`src/rtl/wb_pkg.sv`:
```
// wb_pkg: shared Wishbone constants and the copy-master state encoding.
package wb_pkg;
  localparam int WB_DW = 32;
  localparam logic [3:0] WB_SEL_ALL = 4'hF;
  typedef enum logic [2:0] {IDLE, RD, RD_GAP, WR, WR_GAP, FIN} copy_state_e;
endpackage

```
`src/rtl/wb_if.sv`:
```
// wb_if: Wishbone classic bus bundle with master/slave views.
interface wb_if
  import wb_pkg::*;
#(parameter int ADDR_WIDTH = 32);
  logic cyc, stb, we, ack, err;
  logic [ADDR_WIDTH-1:0] adr;
  logic [3:0] sel;
  logic [WB_DW-1:0] mosi, miso;
  modport master(output cyc, stb, we, adr, sel, mosi, input miso, ack, err);
  modport slave(input cyc, stb, we, adr, sel, mosi, output miso, ack, err);
endinterface

```
`src/rtl/wb_timeout.sv`:
```
// wb_timeout: loadable down-counter with clear/enable; expired while the count sits at zero.
module wb_timeout #(parameter int W = 8) (
  input  logic         clk,
  input  logic         rst_n,
  input  logic         clr,
  input  logic         load,
  input  logic         en,
  input  logic [W-1:0] load_val,
  output logic         expired
);
  logic [W-1:0] cnt_q, cnt_d;
  always_comb cnt_d = clr ? '0 : load ? load_val : (en && cnt_q != '0) ? cnt_q - 1'b1 : cnt_q;
  always_ff @(posedge clk or negedge rst_n)
    if (!rst_n) cnt_q <= '0;
    else cnt_q <= cnt_d;
  assign expired = cnt_q == '0;
endmodule

```
`src/rtl/wb_copy_master.sv`:
```
// wb_copy_master: Wishbone classic initiator copying a block of words, one read then one write per word.
module wb_copy_master
  import wb_pkg::*;
#(
  parameter int ADDR_WIDTH = 32,
  parameter int LEN_WIDTH  = 16,
  parameter int TIMEOUT    = 255
) (
  input  logic                  sys_clk,
  input  logic                  sys_rst_n,
  input  logic                  start,
  input  logic [ADDR_WIDTH-1:0] src_adr,
  input  logic [ADDR_WIDTH-1:0] dst_adr,
  input  logic [LEN_WIDTH-1:0]  len_words,
  output logic                  busy,
  output logic                  done,
  output logic                  error,
  output logic [ADDR_WIDTH-1:0] err_adr,
  wb_if.master                  wb
);
  localparam int WW = ADDR_WIDTH - 2;
  localparam int TW = TIMEOUT > 2 ? $clog2(TIMEOUT) : 1;
  copy_state_e state_q, state_d;
  logic [WW-1:0] src_q, src_d, dst_q, dst_d;
  logic [LEN_WIDTH-1:0] cnt_q, cnt_d;
  logic [WB_DW-1:0] mosi_q, mosi_d;
  logic [ADDR_WIDTH-1:0] adr_q, adr_d, err_adr_q, err_adr_d;
  logic cyc_q, cyc_d, stb_q, stb_d, we_q, we_d;
  logic busy_q, busy_d, done_q, done_d, error_q, error_d;
  logic tmo_load, tmo_exp, fail, unused_low;
  // Loaded with TIMEOUT-1 so the last permitted wait cycle is the one that sees zero.
  wb_timeout #(.W(TW)) u_tmo (
    .clk(sys_clk), .rst_n(sys_rst_n), .clr(1'b0), .load(tmo_load), .en(stb_q),
    .load_val(TW'(TIMEOUT - 1)), .expired(tmo_exp)
  );
  assign fail = (state_q == RD || state_q == WR) && (wb.err || (!wb.ack && tmo_exp && TIMEOUT != 0));
  always_comb begin
    state_d = state_q;
    src_d = src_q;
    dst_d = dst_q;
    cnt_d = cnt_q;
    mosi_d = mosi_q;
    adr_d = adr_q;
    err_adr_d = err_adr_q;
    cyc_d = cyc_q;
    stb_d = stb_q;
    we_d = we_q;
    busy_d = busy_q;
    done_d = 1'b0;
    error_d = error_q;
    tmo_load = 1'b0;
    case (state_q)
      IDLE: if (start) begin
        src_d = src_adr[ADDR_WIDTH-1:2];
        dst_d = dst_adr[ADDR_WIDTH-1:2];
        cnt_d = len_words;
        error_d = 1'b0;
        busy_d = 1'b1;
        state_d = len_words == '0 ? FIN : RD;
        cyc_d = len_words != '0;
        stb_d = len_words != '0;
        we_d = 1'b0;
        adr_d = {src_adr[ADDR_WIDTH-1:2], 2'b00};
        tmo_load = 1'b1;
      end
      RD: if (wb.ack) begin
        mosi_d = wb.miso;
        cyc_d = 1'b0;
        stb_d = 1'b0;
        state_d = RD_GAP;
      end
      RD_GAP: begin
        state_d = WR;
        cyc_d = 1'b1;
        stb_d = 1'b1;
        we_d = 1'b1;
        adr_d = {dst_q, 2'b00};
        tmo_load = 1'b1;
      end
      WR: if (wb.ack) begin
        src_d = src_q + 1'b1;
        dst_d = dst_q + 1'b1;
        cnt_d = cnt_q - 1'b1;
        cyc_d = 1'b0;
        stb_d = 1'b0;
        we_d = 1'b0;
        state_d = WR_GAP;
      end
      WR_GAP: if (cnt_q != '0) begin
        state_d = RD;
        cyc_d = 1'b1;
        stb_d = 1'b1;
        adr_d = {src_q, 2'b00};
        tmo_load = 1'b1;
      end else state_d = FIN;
      FIN: begin
        done_d = 1'b1;
        busy_d = 1'b0;
        state_d = IDLE;
      end
      default: state_d = IDLE;
    endcase
    if (fail) begin
      cyc_d = 1'b0;
      stb_d = 1'b0;
      we_d = 1'b0;
      error_d = 1'b1;
      err_adr_d = adr_q;
      state_d = FIN;
    end
  end
  always_ff @(posedge sys_clk or negedge sys_rst_n)
    if (!sys_rst_n) begin
      state_q <= IDLE;
      src_q <= '0;
      dst_q <= '0;
      cnt_q <= '0;
      mosi_q <= '0;
      adr_q <= '0;
      err_adr_q <= '0;
      cyc_q <= 1'b0;
      stb_q <= 1'b0;
      we_q <= 1'b0;
      busy_q <= 1'b0;
      done_q <= 1'b0;
      error_q <= 1'b0;
    end else begin
      state_q <= state_d;
      src_q <= src_d;
      dst_q <= dst_d;
      cnt_q <= cnt_d;
      mosi_q <= mosi_d;
      adr_q <= adr_d;
      err_adr_q <= err_adr_d;
      cyc_q <= cyc_d;
      stb_q <= stb_d;
      we_q <= we_d;
      busy_q <= busy_d;
      done_q <= done_d;
      error_q <= error_d;
    end
  assign wb.cyc = cyc_q;
  assign wb.stb = stb_q;
  assign wb.we = we_q;
  assign wb.adr = adr_q;
  assign wb.sel = WB_SEL_ALL;
  assign wb.mosi = mosi_q;
  assign busy = busy_q;
  assign done = done_q;
  assign error = error_q;
  assign err_adr = err_adr_q;
  assign unused_low = ^{src_adr[1:0], dst_adr[1:0]};
endmodule

```
`src/flat_wrapper.sv`:
```
// flat-port wrapper written by rule: the top's interface ports become plain ports
module wb_copy_master_flat import wb_pkg::*;
#(
  parameter int ADDR_WIDTH = 32,
  parameter int LEN_WIDTH  = 16,
  parameter int TIMEOUT    = 255
)
  (sys_clk, sys_rst_n, start, src_adr, dst_adr, len_words, busy, done, error, err_adr, wb_cyc, wb_stb, wb_we, wb_adr, wb_sel, wb_mosi, wb_miso, wb_ack, wb_err);
  wb_if #(.ADDR_WIDTH(ADDR_WIDTH)) wb_i ();
  input  logic sys_clk;
  input  logic sys_rst_n;
  input  logic start;
  input  logic [ADDR_WIDTH-1:0] src_adr;
  input  logic [ADDR_WIDTH-1:0] dst_adr;
  input  logic [LEN_WIDTH-1:0] len_words;
  output logic busy;
  output logic done;
  output logic error;
  output logic [ADDR_WIDTH-1:0] err_adr;
  output wire logic [$bits(wb_i.cyc)-1:0] wb_cyc;
  output wire logic [$bits(wb_i.stb)-1:0] wb_stb;
  output wire logic [$bits(wb_i.we)-1:0] wb_we;
  output wire logic [$bits(wb_i.adr)-1:0] wb_adr;
  output wire logic [$bits(wb_i.sel)-1:0] wb_sel;
  output wire logic [$bits(wb_i.mosi)-1:0] wb_mosi;
  input wire logic [$bits(wb_i.miso)-1:0] wb_miso;
  input wire logic [$bits(wb_i.ack)-1:0] wb_ack;
  input wire logic [$bits(wb_i.err)-1:0] wb_err;
  assign wb_cyc = wb_i.cyc;
  assign wb_stb = wb_i.stb;
  assign wb_we = wb_i.we;
  assign wb_adr = wb_i.adr;
  assign wb_sel = wb_i.sel;
  assign wb_mosi = wb_i.mosi;
  assign wb_i.miso = wb_miso;
  assign wb_i.ack = wb_ack;
  assign wb_i.err = wb_err;
  wb_copy_master #(.ADDR_WIDTH(ADDR_WIDTH), .LEN_WIDTH(LEN_WIDTH), .TIMEOUT(TIMEOUT)) u_core (.sys_clk(sys_clk), .sys_rst_n(sys_rst_n), .start(start), .src_adr(src_adr), .dst_adr(dst_adr), .len_words(len_words), .busy(busy), .done(done), .error(error), .err_adr(err_adr), .wb(wb_i));
endmodule
```
`config.mk`:
```
export PLATFORM = sky130hd
export DESIGN_NAME = wb_copy_master_flat
export DESIGN_NICKNAME = d
export VERILOG_FILES = /design/src/rtl/wb_pkg.sv /design/src/rtl/wb_if.sv /design/src/rtl/wb_timeout.sv /design/src/rtl/wb_copy_master.sv /design/src/flat_wrapper.sv
export SDC_FILE = /design/constraint.sdc
export NUM_CORES = 1
export LEC_CHECK = 0
export ABC_AREA = 1
export BUFFER_PORTS_ARGS = -buffer_cell sky130_fd_sc_hd__buf_2
export CAP_MARGIN = 20
export CORE_AREA = 2 2 157 159
export CTS_BUF_LIST = sky130_fd_sc_hd__clkbuf_8 sky130_fd_sc_hd__clkbuf_16
export DETAILED_ROUTE_END_ITERATION = 8
export DIE_AREA = 0 0 159 161
export GPL_ROUTABILITY_DRIVEN = 0
export GPL_TIMING_DRIVEN = 1
export PLACE_DENSITY = 0.67
export SETUP_SLACK_MARGIN = 0.3
export SLEW_MARGIN = 25
export SYNTH_ARGS = -nofsm -noshare
export SYNTH_HDL_FRONTEND = slang
export SYNTH_SLANG_ARGS = --single-unit
```
`constraint.sdc`:
```
create_clock -name sys_clk -period 4 [get_ports sys_clk]
set_clock_uncertainty 0.1 [all_clocks]
set_input_delay 0.6 -clock sys_clk [delete_from_list [all_inputs] [get_ports sys_clk]]
set_output_delay 0.6 -clock sys_clk [all_outputs]
set_load 0.01 [all_outputs]
```
; Word-level counts from Yosys, hierarchy flattened
; Cells that the tools add are included.
[classes]
n_reduce_logical = 29
muxes = 37
n_addsub = 4
n_eq_ne = 13
[ops]
columns = operator, n
row1 = two-way mux 30 bit, 4
row2 = case mux 30 bit (2 select lines), 2
row3 = case mux 32 bit (3 select lines), 1
row4 = two-way mux 32 bit, 2
row5 = adder 30 x 1 -> 30 bit (second input constant), 2
row6 = two-way mux 16 bit, 2
row7 = case mux 16 bit (2 select lines), 1
row8 = nonzero test 16 bit, 2
row9 = two-way mux 3 bit, 6
row10 = logical NOT 16 bit, 1
row11 = two-way mux 8 bit, 2
row12 = subtractor 16 x 1 -> 16 bit (second input constant), 1
row13 = case mux 3 bit (5 select lines), 1
row14 = two-way mux 1 bit, 12
row15 = AND reduction 3 bit, 4
row16 = nonzero test 2 bit, 5
row17 = != test 3 x 2 -> 1 bit (second input constant), 3
row18 = logical NOT 8 bit, 1
row19 = nonzero test 8 bit, 1
row20 = subtractor 8 x 1 -> 8 bit (second input constant), 1
row21 = equality test 3 x 2 -> 1 bit (second input constant), 2
row22 = equality test 3 bit (second input constant), 2
row23 = != test 3 x 1 -> 1 bit (second input constant), 2
row24 = case mux 1 bit (3 select lines), 2
row25 = other kinds (15), 21
[word_totals]
register_bits = 188
out_inout_bits = 106

; Logic depth before layout (Yosys ltp)
; Gate-level depths: netlist (run 1).
[logic_depth]
depth_word = 6
depth_mapped = 12
depth_no_buf = 10

; Hierarchy
; Synthesis (run 1) repeated with hierarchy kept, for this count alone.
[hier_totals]
hier_cells = 1549
hier_area_um2 = 10809.1
[modules_own_cells]
columns = mod, cells_per_inst, area_each_um2, n_inst
row1 = wb_copy_master, 1459, 10191.0, 1
row2 = wb_timeout, 90, 618.1, 1

; Worst setup path after synthesis (run 1)
; No wires, ideal clock.
[synth_timing]
path_kind = register to register
startpoint = register u_core.state_q[2]
endpoint = register u_core.adr_q[17], in the netlist u_core.wb.adr[17]
path_slack_ns = 2.328
period_less_slack_ns = 1.672
n_path_buf = 3
arrival_time_ns = 1.455
required_ns = 3.783
stages_incl_launch_ff = 12
path_cell_list = dfrtp_1 -> inv_2 -> nand2_1 -> nor2_1 -> buf_4 -> nor2_2 -> buf_4 -> buf_4 -> nand2_1 -> o221ai_1 -> nand2_1 -> nand2_1
[synth_via]
elab_chain_cells = 3
word_cells_on_any_way = 8
classes_between = 4 x eq/ne / 1 x mux / 3 x reduce/logical
[synth_rtl]
columns = item, line
row1 = start: declaration, wb_copy_master.sv:23  ; copy_state_e state_q, state_d;
row2 = start signal: assignment, wb_copy_master.sv:128  ; state_q <= state_d;
row3 = equality test 3 bit (tied with other cells), wb_copy_master.sv:52  ; case (state_q)
row4 = != test 2 x 1 -> 1 bit (no source line) (tied with other cells), -
row5 = AND reduction 3 bit (no source line), -
row6 = end signal: assignment, wb_copy_master.sv:133  ; adr_q <= adr_d;
row7 = end: declaration, wb_copy_master.sv:27  ; logic [ADDR_WIDTH-1:0] adr_q, adr_d, err_adr_q, err_adr_d;
; Parallel ways exist; a longest one is shown, timed or not.
; A chain may end at the register's enable or synchronous reset.

; Final worst setup path (run 1)
[layout_timing]
startpoint = register u_core.state_q[0]
endpoint = register u_core.adr_q[6], in the netlist u_core.wb.adr[6]
; Same word-level chain as after synthesis.

==> results.json, run 1 <==
{
  "wl_per_cell_um": 15.5,
  "die_h_um": 161,
  "clock_sinks": 184,
  "core-area_um2": 24000,
  "synth_top_cell_area_share": 0.437,
  "grt_pass1_wl_um": 51600,
  "status": "completed",
  "die_w_um": 159,
  "leakagePower_nw": 6.17,
  "crit_end": "u_core.wb.adr[6]",
  "ys.flop_type": "dfrtp_1",
  "avgSynthCellArea_um2": 6.96,
  "setup_tns_ps": 0,
  "required_ps": 4190,
  "ir_drop_mv": 0.363,
  "synth_edf_count": 0,
  "antenna_found_initial": 1,
  "endpoint_kind": "flop",
  "dpl.cell_count": 2009,
  "layout.cells.non_filler": 2042,
  "drv_cap": 0,
  "drt_pre_antenna_iters": 5,
  "worst_slew_pin_slew_ps": 1020,
  "slew_headroom": 0.316,
  "start_kind": "flop",
  "cts-root-buf": "clkbuf_16",
  "cts_resized": 0,
  "cp_max_fo": 39,
  "synth_cell_types": 33,
  "cts_hold_buf": 0,
  "nets": 1827,
  "grt_max_degree": 81,
  "seq_area_frac_synth": 0.437,
  "die-area_um2": 25600,
  "setup_viol": 0,
  "numCtsBuffers": 17,
  "fin_crit_sh": 0.672,
  "final_cell_area_um2": 12500,
  "syn_area_um2": 10500,
  "drive_gt1_frac": 0.181,
  "yosys.cell_count.top_type": "nand2_1",
  "drt-initial-drc-count": 876,
  "clk_pin_slew_worst_paths_ps": 80,
  "io_buffers": 210,
  "hold_viol": 0,
  "r2r-start": "u_core.state_q[0]",
  "power.density_nw_per_um2": 781,
  "yosysWarningCount": 0,
  "reg2reg_depth": 10,
  "cp_common_cell": "nand2_1",
  "path_cells": "nor2_1, nand2_2, inv_2, nand2_1, nand2_1, buf_4, inv_1, buf_4, nand2_1, o21ai_0",
  "htreeDepth": 4,
  "drv_slew": 0,
  "grt_util_all_layers": 0.250,
  "synth_seq_cells": 184,
  "cp.arrival_ps": 2880,
  "syn_inst": 1514,
  "drc": 0,
  "grt_pass1_vias": 9949,
  "ios": 223,
  "vias": 10554,
  "r2r-end": "u_core.wb.adr[6]",
  "cts_tree": "done",
  "dp_hpwl_um": 23600,
  "viasPerCell": 5.17,
  "max_stage_delay_ps": 430,
  "cpMaxStageDelayCell": "dfrtp_1",
  "place_ws_ps": 1350,
  "start_util": 0.440,
  "regToRegSetupSlack_ps": 1310,
  "fillCellCount": 2440,
  "yosys-top-cells-area": "dfrtp_1 (44%), nand2_1 (21%), nor2_1 (8.6%)",
  "clockBufferDepth": 2,
  "synth_area_leader_cell": "dfrtp_1",
  "hold_class": "primary input to asynchronous set/reset pin",
  "worst_slack_ps": 1310,
  "insertion_delay_ps": 440,
  "crit_type": "flop to flop",
  "critPathLaunch": "u_core.state_q[0]",
  "period_minus_slack_ps": 2690,
  "fmax_mhz": 372,
  "synth_common_cells": "nand2_1 (580), nor2_1 (242), dfrtp_1 (184)",
  "ys_async_sr_fraction": 1.00,
  "rows": 57,
  "overflow": 0,
  "syn_to_final_growth_pct": 18.2,
  "postRouteAntennaNets": 0,
  "dpl_cell_area_um2": 11900,
  "rsz0062_at_grt": "false",
  "finalWirelength_um": 31700,
  "post_cts_buffers": 0
}
## final cells by class
cell class / count / area (um^2) / area share
multi-input cells: 1165 / 5240 / 0.421
flip-flops and latches: 184 / 4600 / 0.370
repair buffers: 230 / 1230 / 0.0989
clock buffers: 17 / 425 / 0.0341
well taps: 324 / 405 / 0.0325
inverters: 106 / 398 / 0.0319
clock inverters: 15 / 150 / 0.0121
diodes: 1 / 2.50 / 0.000201
## critical path: cells and delay by family (launching register included)
family | cells | cell delay (ps)
simple gates | 5 | 930
flops | 1 | 430
compound gates | 1 | 80
buf+inv | 4 | 970
## power by group
part / switching [mW] / internal (mW)
clock network: 0.838 / 0.834
registers: 0.801 / 2.76
logic: 2.89 / 1.61
total: 4.53 / 5.21
## worst min path at each step
stage                                  start            endpoint  cells past startpoint
after detailed placement  u_core.err_adr[22]  u_core.err_adr[22]                      2
after floorplan                    sys_rst_n         u_core.busy                      0
after CTS                          sys_rst_n  u_core.err_adr[10]                      1
after global routing               sys_rst_n  u_core.err_adr[23]                      1
final                              sys_rst_n  u_core.err_adr[10]                      1
after global placement     u_core.err_adr[4]   u_core.err_adr[4]                      2
## placed cells by master (no fill, tap or decap), types with 9 or more instances in the layout
cell type,instances
a21oi_1,22
inv_1,99
nand4_1,9
dfrtp_1,184
o21ai_1,10
xor2_1,9
nor2_1,242
buf_4,18
buf_2,209
nand3_1,114
nand2_1,580
o21ai_0,81
clkbuf_16,17
mux2_2,32
o221ai_1,22
## cell families after synthesis
group,after synthesis,share of synthesized area
AOI/OAI and AO/OA,149,0.0819
other,2,0.000713
and+or+nand+nor,959,0.361
xor gates and xnor gates,11,0.00914
adders and majority gates,6,0.00712
muxes,32,0.0342
DFF,184,0.437
buffers and inverters,171,0.0695
## sequential cells by signal, summed over array words and instances, names as in the netlist
signal,flops
u_core.wb.we,1
u_core.u_tmo.cnt_q,8
u_core.wb.cyc,1
u_core.wb.mosi,32
u_core.cnt_q,16
u_core.state_q,3
u_core.error,1
u_core.wb.adr,30
u_core.busy,1
u_core.err_adr,30
u_core.dst_q,30
u_core.src_q,30
u_core.done,1
## routing by layer
| metal | global-route usage | vias to the layer above | wire length (um) |
|---|---|---|---|
| li1 | - | 5186 | - |
| met1 | 0.350 | 4931 | 14300 |
| met2 | 0.406 | 400 | 14500 |
| met3 | 0.0380 | 37 | 2300 |
| met4 | 0.0731 | 0 | 613 |
| met5 | 0 | - | 0 |
## per-stage QoR
stage / power [mW] / utilization / hold slack, ps
finish: 9.73 / 0.520 / 67.6
global route: 10.6 / 0.520 / 107
CTS: 9.76 / 0.520 / 94.6
detailed placement: 8.07 / 0.496 / 353
global placement: 7.95 / 0.496 / 349
floorplan: 6.47 / - / 204
Power figures use the tool's default switching activity.
==> run 2: changes to the inputs <==
--- a/config.mk
+++ b/config.mk
@@ -5,16 +5,16 @@
 export SDC_FILE = /design/constraint.sdc
 export NUM_CORES = 1
 export LEC_CHECK = 0
-export ABC_AREA = 1
+export ABC_AREA = 0
 export BUFFER_PORTS_ARGS = -buffer_cell sky130_fd_sc_hd__buf_2
 export CAP_MARGIN = 20
-export CORE_AREA = 2 2 157 159
+export CORE_AREA = 2 2 149 151
 export CTS_BUF_LIST = sky130_fd_sc_hd__clkbuf_8 sky130_fd_sc_hd__clkbuf_16
 export DETAILED_ROUTE_END_ITERATION = 8
-export DIE_AREA = 0 0 159 161
+export DIE_AREA = 0 0 151 153
 export GPL_ROUTABILITY_DRIVEN = 0
 export GPL_TIMING_DRIVEN = 1
-export PLACE_DENSITY = 0.67
+export PLACE_DENSITY = 0.71
 export SETUP_SLACK_MARGIN = 0.3
 export SLEW_MARGIN = 25
 export SYNTH_ARGS = -nofsm -noshare
==> constraint.sdc (replaced) <==
create_clock -name sys_clk -period 2.25 [get_ports sys_clk]
set_clock_uncertainty 0.1 [all_clocks]
set_input_delay 0.3375 -clock sys_clk [delete_from_list [all_inputs] [get_ports sys_clk]]
set_output_delay 0.3375 -clock sys_clk [all_outputs]
set_load 0.01 [all_outputs]
==> results.json, run 2 <==
{
  "htreeDepth": 4,
  "nets": 1449,
  "seq_area_frac_synth": 0.481,
  "die_h_um": 153,
  "seqPwrFrac": 0.311,
  "period_minus_slack_ps": 2300,
  "drv_cap": 0,
  "ir_drop_mv": 0.800,
  "cp.arrival_ps": 2530,
  "regArea_um2": 4610,
  "synth_seq_cells": 184,
  "drt_pre_antenna_iters": 8,
  "place_ws_ps": -5.80,
  "drive_gt1_frac": 0.471,
  "syn_to_final_growth_pct": 48.1,
  "multiInputGateArea_um2": 5530,
  "swShare": 0.423,
  "synth_cell_types": 61,
  "die_w_um": 151,
  "wl_met3_um": 3630,
  "endpoint_kind": "flop",
  "met2_length_um": 17200,
  "p_sw_mw": 8.89,
  "numCtsBuffers": 17,
  "wl_per_cell_um": 22.5,
  "yosys.cell_count.top_type": "dfrtp_1",
  "vias": 10219,
  "p_int_mw": 12.2,
  "io_buffers": 210,
  "finalWirelength_um": 36500,
  "postRouteAntennaNets": 0,
  "ys_async_sr_fraction": 1.00,
  "clock_sinks": 184,
  "fmax_mhz": 435,
  "rows": 54,
  "grt_pass1_vias": 8772,
  "antenna_found_initial": 0,
  "yosys-top-cells-area": "dfrtp_1 (48%), mux2_2 (7.4%), o21ai_0 (4.7%)",
  "status": "complete, but fails checks",
  "crit_type": "flop to flop",
  "antenna_cells": 0,
  "drv_slew": 0,
  "leakagePower_nw": 6.13,
  "clk_pin_slew_worst_paths_ps": 70,
  "fillCellCount": 1584,
  "cts-root-buf": "clkbuf_16",
  "holdPathStages": 2,
  "overflow": 0,
  "syn_area_um2": 9570,
  "die-area_um2": 23100,
  "hold_class": "primary input to flop",
  "synth_top_cell_area_share": 0.481,
  "worst_slack_ps": -47.8,
  "power_frac_comb": 0.554,
  "slew_headroom": 0.642,
  "insertion_delay_ps": 450,
  "grt_max_degree": 51,
  "hold_ws_ps": 23.4,
  "final_common_cell": "buf_2",
  "grt_util_all_layers": 0.259,
  "core-area_um2": 21500,
  "synth_common_cells": "dfrtp_1 (184), o21ai_0 (89), a21oi_1 (86), nand2_1 (86), nor2_1 (67)",
  "power.density_nw_per_um2": 1480,
  "ios": 223,
  "hold_viol": 0,
  "avgSynthCellArea_um2": 9.44,
  "grt_pass1_wl_um": 47500,
  "synth_area_leader_cell": "dfrtp_1",
  "cts_tree": "done",
  "viasPerCell": 6.32,
  "ys.flop_type": "dfrtp_1",
  "p_clk_frac": 0.135,
  "drc": 0,
  "yosysWarningCount": 0,
  "highest_layer": "met4",
  "cp_max_fo": 7,
  "required_ps": 2480,
  "synth_edf_count": 0,
  "mostFrequentLayoutCells": "buf_2 (209), dfrtp_1 (180), buf_4 (87)",
  "worst_slew_pin_slew_ps": 531,
  "fin_crit_sh": 1.02,
  "rsz0062_at_grt": "true",
  "start_util": 0.445,
  "reg2reg_depth": 7,
  "syn_inst": 1014,
  "largest_reg_flops": 32,
  "setup_viol": 30,
  "violations": "negative setup slack",
  "start_kind": "flop",
  "drt-initial-drc-count": 1494,
  "dp_hpwl_um": 20100,
  "clockBufferDepth": 2,
  "wl_met1_um": 14000
}
-- run 2: cell count changes after synthesis, sizes merged, moves of 21 or more --
cell,before,now
nor3,6,34
mux2,32,63
o22ai,2,48
clkbuf,23,58
o221ai,22,1
nor2,244,67
inv,106,14
a21oi,23,86
o22a,0,29
nand3,114,42
nand2,581,86
-- run 2: critical path: stages, from the launching register on --
cell and delay [ps]:
dfrtp_1 380, or4_4 570, nor4_4 160, nor2_2 90
nor3_4 230, buf_12 180, clkbuf_16 170, mux2_4 300
-- run 2: power groups by stage --
stage          Sequential [mW]  Combinational [mW]  Clock (mW)
3_5_place_dp              6.36                7.89           0
5_1_grt                   6.73                12.4        3.01
2_1_floorplan             6.43                4.77           0
3_3_place_gp              6.29                7.72           0
6_report                  6.55                11.7        2.84
4_1_cts                   6.33                8.86        2.86
-- run 2: area by class of cell --
cell class	count	share of cell area
clock buffers	17	0.0300
clock inverters	14	0.00794
multi-input cells	734	0.390
flip-flops and latches	184	0.325
repair buffers	375	0.218
inverters	14	0.00397
well taps	280	0.0247
-- run 2: stage by stage --
| stage | total power [mW] | area [um^2] | util | setup TNS, ps | std cells |
|---|---|---|---|---|---|
| floorplan | 11.2 | 9790 | - | -1060 | 1020 |
| global placement | 14.0 | 11400 | 0.532 | 0 | 1489 |
| detailed placement | 14.3 | 11400 | 0.532 | -22.1 | 1489 |
| CTS | 18.0 | 12600 | 0.585 | -371 | 1557 |
| global route | 22.1 | 14200 | 0.660 | -2650 | 1618 |
| finish | 21.0 | 14200 | 0.660 | -1110 | 1618 |
-- run 2: per-layer routing --
layer,up-vias,GRT usage
met1,4940,0.357
met3,148,0.0403
li1,4386,-
met2,745,0.418
met5,-,0
met4,0,0.0850
-- run 2: timing repair --
action | CTS | global route
endpoints found under the setup margin | 105 | 177
gates cloned | 5 | 18
buffers inserted | 31 | 43
resized for setup | 45 | 217
hold endpoints to repair | 39 | 0
pin swaps | 31 | 70
hold buffers | 1 | 0
-- run 2: final timing paths --
path / start / to / slack, ps
setup / recovery: u_core.u_tmo.cnt_q[3] / u_core.err_adr[5] / -50
hold / removal: wb_miso[27] / u_core.wb.mosi[27] / 20
setup reg to reg: u_core.u_tmo.cnt_q[3] / u_core.err_adr[5] / -50
hold reg to reg: u_core.wb.mosi[1] / u_core.wb.mosi[1] / 400
max in group asynchronous: sys_rst_n / u_core.cnt_q[15] / 1110
min in group asynchronous: sys_rst_n / u_core.wb.mosi[8] / 290
-- run 2: logic make-up after synthesis --
| kind of cell | Yosys count | synth area share |
|---|---|---|
| other | 2 | 0.000785 |
| AO/OA/AOI/OAI | 324 | 0.210 |
| multiplexers | 67 | 0.0783 |
| adder cells (fa/ha/maj) | 6 | 0.00784 |
| flip-flops | 184 | 0.481 |
| AND/OR/NAND/NOR | 321 | 0.167 |
| XOR/XNOR | 8 | 0.00732 |
| buffers and inverters | 102 | 0.0476 |
==> run 3: changes to the inputs <==
--- a/config.mk
+++ b/config.mk
@@ -9,7 +9,7 @@
 export BUFFER_PORTS_ARGS = -buffer_cell sky130_fd_sc_hd__buf_2
 export CAP_MARGIN = 20
 export CORE_AREA = 2 2 149 151
-export CTS_BUF_LIST = sky130_fd_sc_hd__clkbuf_8 sky130_fd_sc_hd__clkbuf_16
+export CTS_BUF_LIST = sky130_fd_sc_hd__clkbuf_8
 export DETAILED_ROUTE_END_ITERATION = 8
 export DIE_AREA = 0 0 151 153
 export GPL_ROUTABILITY_DRIVEN = 0
==> results.json, run 3 (synthesis gave the netlist of run 2 again) <==
{
  "drive_gt1_frac": 0.480,
  "clockBufferDepth": 2,
  "hold_viol": 0,
  "mostFrequentLayoutCells": "buf_2 (209), dfrtp_1 (174), buf_4 (76)",
  "grt_util_all_layers": 0.262,
  "cp_max_fo": 7,
  "rsz0062_at_grt": "true",
  "htreeDepth": 4,
  "insertion_delay_ps": 490,
  "worst_slew_pin_slew_ps": 723,
  "vias": 10321,
  "dp_hpwl_um": 20100,
  "worstHoldEndpoint": "u_core.src_q[20]",
  "grt_pass1_wl_um": 48100,
  "syn_to_final_growth_pct": 51.4,
  "antenna_found_initial": 0,
  "drc": 0,
  "endpoint_kind": "flop",
  "die_h_um": 153,
  "rows": 54,
  "antenna_cells": 0,
  "drt-initial-drc-count": 1561,
  "hold_class": "primary input to flop",
  "die_w_um": 151,
  "grt_pass1_vias": 9059,
  "r2r-start": "u_core.state_q[0]",
  "clock_sinks": 184,
  "nets": 1473,
  "leakagePower_nw": 6.26,
  "r2r-end": "u_core.dst_q[17]",
  "slew_headroom": 0.515,
  "start_util": 0.445,
  "start_kind": "flop",
  "fillCellCount": 1549,
  "overflow": 0,
  "viasPerCell": 6.29,
  "cts_tree": "done",
  "die-area_um2": 23100,
  "final_common_cell": "buf_2",
  "power.density_nw_per_um2": 1450,
  "drv_cap": 0,
  "regToRegSetupSlack_ps": -300,
  "grt_max_degree": 58,
  "finalWirelength_um": 37600,
  "period_minus_slack_ps": 2550,
  "required_ps": 2470,
  "numCtsBuffers": 17,
  "place_ws_ps": -5.80,
  "clk_pin_slew_worst_paths_ps": 100,
  "status": "complete, but fails checks",
  "crit_type": "flop to flop",
  "drv_slew": 0,
  "min-delay-start": "src_adr[22]",
  "ios": 223,
  "fin_crit_sh": 1.13,
  "finish.utilization": 0.674,
  "largest_reg_flops": 32,
  "ir_drop_mv": 0.640,
  "reg2reg_depth": 8,
  "worst_slack_ps": -296,
  "postRouteAntennaNets": 0,
  "cp.arrival_ps": 2760,
  "holdPathStages": 2,
  "drt_pre_antenna_iters": 6,
  "io_buffers": 210,
  "violations": "negative setup slack",
  "setup_viol": 31,
  "fmax_mhz": 393,
  "cts-root-buf": "clkbuf_8",
  "core-area_um2": 21500,
  "wl_per_cell_um": 22.9
}
run 3: cell types whose count changed in the layout (fill, tap and decap cells not counted), moves of 13 or more:
cell / previous run / this run
o21ai_0: 64 / 39
dlygate4sd3_1: 1 / 34
clkbuf_8: 1 / 18
clkbuf_16: 31 / 18
nand2_1: 80 / 50
o21ai_2: 13 / 27
nand2_4: 1 / 21
run 3: through the flow:
step	setup TNS (ps)	total power [mW]	instances	instance area, um^2	hold slack, ps
final	-1630	21.0	1642	14500	11.1
after global routing	-3820	22.0	1642	14500	3.25
after CTS	-497	17.3	1584	12600	6.71
after detailed placement	-22.1	14.3	1489	11400	196
after global placement	0	14.0	1489	11400	199
after floorplan	-1060	11.2	1020	9790	-58.1
run 3: worst max path at each step:
stage	start	to	depth (start not counted)
floorplan	u_core.u_tmo.cnt_q[2]	u_core.err_adr[10]	6
global placement	u_core.u_tmo.cnt_q[2]	u_core.err_adr[4]	6
detailed placement	u_core.u_tmo.cnt_q[2]	u_core.err_adr[5]	6
CTS	u_core.u_tmo.cnt_q[2]	u_core.err_adr[12]	6
global route	u_core.state_q[0]	u_core.dst_q[17]	8
finish	u_core.state_q[0]	u_core.dst_q[17]	8
run 3: critical path: stages (launching register included):
cell and delay, ps:
dfrtp_1 410, or3b_4 440, a21oi_4 220, buf_6 140, buf_12 130, buf_6 100
buf_6 130, a311oi_2 110, a311oi_1 590
run 3: final cells by class:
type	instances	area (um^2)	share of cell area
Timing Repair Buffer	399	3430	0.237
Clock buffer	17	234	0.0161
Clock inverter	14	113	0.00777
Inverter	14	56.3	0.00389
Sequential cell	184	4620	0.319
Tap cell	280	350	0.0242
Multi-Input combinational cell	734	5690	0.393
run 3: timing repair:
item,4_1_cts,5_1_grt
pin swaps,24,103
hold buffers,33,1
gates resized for setup,40,310
setup endpoints to repair,105,157
buffers inserted,25,39
hold endpoints to repair,71,1
cloned,6,18
run 3: where the power goes:
group	switching [mW]	leakage (nW)	internal (mW)
Clock	1.26	0.178	0.856
Sequential	1.76	2.15	4.93
Combinational	6.18	3.93	6.01
Total	9.20	6.26	11.8
run 3: per-layer routing:
metal	GRT usage	up-vias	share of wire
li1	-	4438	-
met1	0.352	4970	0.38
met2	0.422	737	0.47
met3	0.0496	176	0.11
met4	0.0966	0	0.046
met5	0	-	0
